**src/rtl/iob_write_buffer.sv**
```systemverilog
// Posted-write buffer between the FSB write port and the IOB master: circular FIFO plus a three-state issue FSM.
// Define IOB_WB_MERGE_EN to merge a write into the newest entry when its word address matches.
module iob_write_buffer #(
  parameter int DEPTH = 4,
  parameter int AW    = 23,
  parameter int DW    = 16
) (
  input  logic                         FCLK,
  input  logic                         nRESin,
  input  logic                         WrReq,
  input  logic [AW-1:0]                WrA,
  input  logic [DW-1:0]                WrD,
  input  logic                         WrU,
  input  logic                         WrL,
  output logic                         WrAck,
  output logic                         RdClear,
  output logic                         IOWRREQ,
  output logic [AW-1:0]                IOA,
  output logic [DW-1:0]                IOD,
  output logic                         IOU0,
  output logic                         IOL0,
  input  logic                         IODONE,
  input  logic                         IOBERR,
  output logic [$clog2(DEPTH+1)-1:0]   Level,
  output logic                         Full,
  output logic                         Empty,
  output logic                         ErrSticky,
  input  logic                         ErrClr
);

  localparam int PW = $clog2(DEPTH);
  localparam int LW = $clog2(DEPTH+1);
  localparam int HW = DW / 2;

  typedef enum logic [1:0] {IDLE, REQ, GAP} state_t;

  state_t        state;
  logic [AW-1:0] mem_a [DEPTH];
  logic [DW-1:0] mem_d [DEPTH];
  logic          mem_u [DEPTH];
  logic          mem_l [DEPTH];
  logic [PW-1:0] head, tail, newest;
  logic          pop, take, push, merge, merge_hit;

  assign Empty   = (Level == '0);
  assign Full    = (Level == LW'(DEPTH));
  assign RdClear = Empty && (state == IDLE);
  assign pop     = (state == REQ) && IODONE;
  assign newest  = tail - PW'(1);

`ifdef IOB_WB_MERGE_EN
  // The head is never a merge target: the IOB output registers capture it as soon as it is non-empty.
  assign merge_hit = !Empty && (mem_a[newest] == WrA) && (newest != head);
`else
  assign merge_hit = 1'b0;
`endif

  assign take  = WrReq && !WrAck && (merge_hit || !Full || pop);
  assign push  = take && !merge_hit;
  assign merge = take && merge_hit;

  always_ff @(posedge FCLK) begin
    if (push) begin
      mem_a[tail] <= WrA;
      mem_d[tail] <= WrD;
      mem_u[tail] <= WrU;
      mem_l[tail] <= WrL;
    end else if (merge) begin
      if (WrU) mem_d[newest][DW-1:HW] <= WrD[DW-1:HW];
      if (WrL) mem_d[newest][HW-1:0]  <= WrD[HW-1:0];
      mem_u[newest] <= mem_u[newest] | WrU;
      mem_l[newest] <= mem_l[newest] | WrL;
    end
  end

  always_ff @(posedge FCLK or negedge nRESin) begin
    if (!nRESin) begin
      head      <= '0;
      tail      <= '0;
      Level     <= '0;
      WrAck     <= 1'b0;
      state     <= IDLE;
      IOWRREQ   <= 1'b0;
      IOA       <= '0;
      IOD       <= '0;
      IOU0      <= 1'b0;
      IOL0      <= 1'b0;
      ErrSticky <= 1'b0;
    end else begin
      WrAck <= take;
      if (push) tail <= tail + PW'(1);
      if (pop)  head <= head + PW'(1);
      case ({push, pop})
        2'b10:   Level <= Level + LW'(1);
        2'b01:   Level <= Level - LW'(1);
        default: Level <= Level;
      endcase

      if (pop && IOBERR) ErrSticky <= 1'b1;
      else if (ErrClr)   ErrSticky <= 1'b0;

      case (state)
        IDLE: begin
          if (!Empty) begin
            state   <= REQ;
            IOWRREQ <= 1'b1;
            IOA     <= mem_a[head];
            IOD     <= mem_d[head];
            IOU0    <= mem_u[head];
            IOL0    <= mem_l[head];
          end
        end
        REQ: begin
          if (IODONE) begin
            state   <= GAP;
            IOWRREQ <= 1'b0;
          end
        end
        GAP:     state <= IDLE;
        default: state <= IDLE;
      endcase
    end
  end

endmodule

```
**config.mk**
```make
export PLATFORM = sky130hd
export DESIGN_NAME = iob_write_buffer
export DESIGN_NICKNAME = d
export VERILOG_FILES = /design/src/rtl/iob_write_buffer.sv
export SDC_FILE = /design/constraint.sdc
export NUM_CORES = 1
export LEC_CHECK = 0
export ABC_AREA = 1
export BUFFER_PORTS_ARGS = -buffer_cell sky130_fd_sc_hd__buf_2
export CAP_MARGIN = 20
export CORE_ASPECT_RATIO = 0.9
export CORE_MARGIN = 2
export CORE_UTILIZATION = 46
export CTS_CLUSTER_DIAMETER = 200
export DETAILED_ROUTE_END_ITERATION = 16
export MAX_ROUTING_LAYER = met4
export PLACE_DENSITY_LB_ADDON = 0.2
export SLEW_MARGIN = 15
export SYNTH_ARGS = -nofsm -noshare
export SYNTH_HDL_FRONTEND = slang
export SYNTH_SLANG_ARGS = --single-unit
```
**constraint.sdc**
```tcl
create_clock -name FCLK -period 7.84 [get_ports FCLK]
set_input_delay 1.96 -clock FCLK [delete_from_list [all_inputs] [get_ports FCLK]]
set_output_delay 1.96 -clock FCLK [all_outputs]
set_load 0.05 [all_outputs]
```
# Yosys cells after proc, flatten, opt, wreduce, memory -nomap -nowiden
# Memory sizes are Yosys's and may differ from the RTL's. A register that Yosys moved wholly into a read port is not among the register bits.
# Index checks and enable logic that the tools add are counted.
# totals
memories	4
regBits	12
mem_bits_rw	164
in_bits	47
out_inout_bits	50
elab_cells	53
# classes
reduce_logical	20
n_eq_ne	6
n_mux	11
bitwise	1
n_addsub	4
# mem_list
memory	words	word_bits	rd	rd_ports_with_merged_regs	write_ports	line_no	rtl
mem_a	4	23	1	1	1	38	logic [AW-1:0] mem_a [DEPTH];
mem_d	4	16	1	1	1	39	logic [DW-1:0] mem_d [DEPTH];
mem_l	4	1	1	1	1	41	logic mem_l [DEPTH];
mem_u	4	1	1	1	1	40	logic mem_u [DEPTH];
# ops
cell	n
$logic_not A1 Y1	6
$mux W1	6
$pmux W3 S2	1
$reduce_bool A2 Y1	3
$logic_and A1 B1 Y1	5
$add A2 B1 Y2 const B	2
$eq A2 B1 Y1 const B	2
$mux W2	2
$ne A2 B2 Y1 const B	2
$pmux W2 S2	1
$reduce_and A2 Y1	2
$add A3 B1 Y3 const B	1
$eq A3 B3 Y1 const B	1
$logic_not A3 Y1	1
$reduce_and A3 Y1	1
$sub A3 B1 Y3 const B	1
$eq A2 B2 Y1 const B	1
$logic_not A2 Y1	1
$pmux W1 S2	1
$logic_or A1 B1 Y1	1
$not A1 Y1	1

# Longest topological paths before layout
# logic_depth
word_depth	6
ltp_mapped	10
depth_no_buf	10

# Worst setup path before layout
# No wires, ideal clock.
# synth_path
kind	input-to-reg
startpoint	input WrReq
endpoint	memory mem_a[0][0], enable pin
n_path_buf	0
slack_ns	3.302
arrival_time_ns	4.099
path_stages	4
t_required_ns	7.401
path_cell_list	inv_1 nor2_1 o21ai_4 nor2_1
# synth_via
elab_chain_cells	4
# synth_lines
item	line_no	rtl
start: declaration	10	input logic WrReq,
$logic_and A1 B1 Y1 (2 in series)	58	assign take = WrReq && !WrAck && (merge_hit || !Full || pop);
$mux W1	63	if (push) begin
$mux W1 (not written as such)	64	mem_a[tail] <= WrA;
end: declaration	38	
# No other way between the ends.

# Worst setup path after layout
# layout_path
startpoint	register Level[0]
endpoint	output Full
# layout_via
elab_chain_cells	1
# layout_lines
item	line_no	rtl
start: declaration	24	output logic [$clog2(DEPTH+1)-1:0] Level,
start signal: assignment	94	2'b10: Level <= Level + LW'(1);
start signal: assignment	95	2'b01: Level <= Level - LW'(1);
start signal: assignment	96	default: Level <= Level;
$eq A3 B3 Y1	46	assign Full = (Level == LW'(DEPTH));
end: declaration	25	output logic Full,
# No other way between the ends.

==> reports/results.tsv <==
metric	value	unit
switching part of the total	39.9	%
Max-cap violations	0	
routed wire length per instance	15.8	um
Core Box Area	17700	um2
CP required	5.88	ns
fin cells	1036	
total detailed-routing wirelength	16400	um
Int Pwr	2550	uW
IO buf count	96	
gpl congestion	0.778	
minimum clock period	3.51	ns
Die X	146	um
Post-Syn Area	8350	um2
register cell area after layout	6250	um2
vias	5127	
total negative setup slack	0	ns
largest net degree at the start of global routing	84	
Peak Freq	0.285	GHz
share of the synthesized area in the top cell type	59.0	%
Post-DP HPWL	9330	um
# DRC	0	
H-tree Lvls	1	
Rows	46	
PostCTS Resize Cnt	0	
maximum vdd ir drop	279	uV
Clk pwr share	24.6	%
Clock Skews	0.00890	ns
power share of the sequential group	38.9	%
net count after synthesis	737	
share of layout cells above drive strength 1	18.7	%
Slew Viols, Final	0	
fin crit share	44.8	%
static leakage	0.00390	uW
CTS clk-pin slew, worst paths	0.06	ns
crit path kind	reg2out	
outcome	finished clean	
post-synthesis area per instance	12.2	um2
initial core utilization	47.1	%
Worst Setup End Kind	output pin	
via/cell ratio	4.95	
Worst EP arrival	1.55	ns
Die H	132	um
drt pass-1 iters	5	
sequential share of the synthesized area	74.8	%
Setup Buffers After CTS	0	
final setup violating endpoints	0	
clk_lat worst skew	0.49	ns
# IOs	97	
total grt overflow	0	
# fillers	1525	
# nets final	831	
CTS Buf Count	22	
CP Launch Type	register	
largest cells by area after synthesis	edfxtp_1 (59%), dfrtp_1 (16%), nand2_1 (6.1%), o21ai_0 (6.1%), nor2_1 (5.9%)	
largest area contributor in the netlist	edfxtp_1	
Switching Power	1690	uW
CTS sink cnt	217	
Post-synth top cells	edfxtp_1 (164), nand2_1 (135), nor2_1 (132)	
synth-to-layout area growth	17.0	%
global-route wire length before repair	26500	um
Logic pwr share	36.5	%
asr flop ratio synth	24.4	%
Max clock buf depth	3	
Mapped Cells	685	
worst-path maximum fanout	4	
number of global-route vias before repair	5108	
EDFF count, synth	164	
HP Class	reg2reg	
gr usage total	17.6	%
Synth cell types	23	
root buf cell	clkbuf_16	
Fin. Hold Viols	0	
unrepaired setup endpoints after global routing	no	
full die area	19300	um2
hold_buf cts	0	
post-synthesis register bit count	217	
count leader, synth	edfxtp_1	
antenna-violating nets left	0	
initial drt markers	308	
initial antenna violation count	1	
Post-synth top flop	edfxtp_1	
placed insts	994	
synth warn	0	
multi-input combinational cell area	1840	um2
power density over the cells	433	nW/um2
pin slew with the least headroom to its limit	0.856	ns
CTS tree	done	
slew margin rel.	43.0	%
==> per-stage QoR <==
| step | util [%] | hold WS [ns] | instance area, um2 | setup WS [ns] | power, uW |
|---|---|---|---|---|---|
| after floorplan | - | 0.501 | 8350 | 3.30 | 2860 |
| after global placement | 50.9 | 0.456 | 9020 | 4.11 | 3180 |
| after detailed placement | 50.9 | 0.460 | 9020 | 4.08 | 3220 |
| after CTS | 55.0 | 0.477 | 9750 | 4.31 | 4280 |
| after global routing | 55.1 | 0.499 | 9770 | 4.22 | 4520 |
| final | 55.1 | 0.472 | 9770 | 4.33 | 4240 |
==> area by class of cell <==
| type | count | share of cell area (%) |
|---|---|---|
| multi-input cells | 412 | 18.9 |
| inverters | 21 | 0.807 |
| clock inverters | 6 | 0.794 |
| well taps | 240 | 3.07 |
| diodes | 1 | 0.0256 |
| repair buffers | 105 | 5.74 |
| clock buffers | 34 | 6.72 |
| flip-flops and latches | 217 | 64.0 |
==> registers in the layout, summed over array words and instances, names as in the netlist, 2 cells and up <==
signal,count
mem_a,92
IOD,16
mem_l,4
IOA,23
mem_d,64
head,2
state,2
Level,3
tail,2
mem_u,4
==> per-layer routing <==
metal	GRT usage, %	share of wire [%]	up-vias
met5	-	0	-
met3	3.18	5.2	23
met1	24.4	46	2452
met2	27.4	47	130
met4	4.37	1.6	0
li1	-	-	2522
==> logic make-up after synthesis <==
kind of cell	Yosys count	synth area share, %
AOI/OAI and AO/OA	128	7.81
xor gates and xnor gates	4	0.419
DFF	217	74.8
and+or+nand+nor	275	12.6
adders and majority gates	5	0.839
buffers and inverters	56	3.45
==> path summary, 6_finish.rpt <==
check | startpoint | end | slack [ns] | cells after the start
worst max register to register | head[0] | IOA[10] | 5.22 | 7
min in group asynchronous | nRESin | IOA[2] | 1.61 | 2
max in group asynchronous | nRESin | head[0] | 5.72 | 2
worst min register to register | IOA[16] | IOA[16] | 0.47 | 2
worst max-delay path | Level[0] | Full | 4.33 | 4
worst min-delay path | IOA[16] | IOA[16] | 0.47 | 2
==> critical path, stage by stage (launching register included) <==
cell	delay [ns]
dfrtp_1	0.41
nor2_1	0.15
nand2_1	0.17
inv_1	0.08
buf_2	0.26
==> placed cells by master, fill, tap and decap left out, drive strengths merged <==
master / netlist / layout
edfxtp: 164 / 164
nand2: 135 / 135
nor2: 133 / 133
o21ai: 127 / 127
buf: 27 / 105
dfrtp: 53 / 53
clkbuf: 8 / 34
inv: 21 / 21
nand3: 5 / 5
xor2: 4 / 4
ha: 4 / 4
clkinv: 0 / 4
bufinv: 0 / 2
diode: 0 / 1
or2: 1 / 1
a21oi: 1 / 1
nand4: 1 / 1
fa: 1 / 1
==> power by group through the flow <==
stage                     clock network (uW)  logic, uW  registers (uW)
final                                   1040       1540            1650
after global routing                    1120       1720            1680
after CTS                               1070       1560            1650
after detailed placement                   0       1550            1670
after global placement                     0       1520            1660
after floorplan                            0        819            2040
No activity file was read; power rests on OpenSTA's default activity.
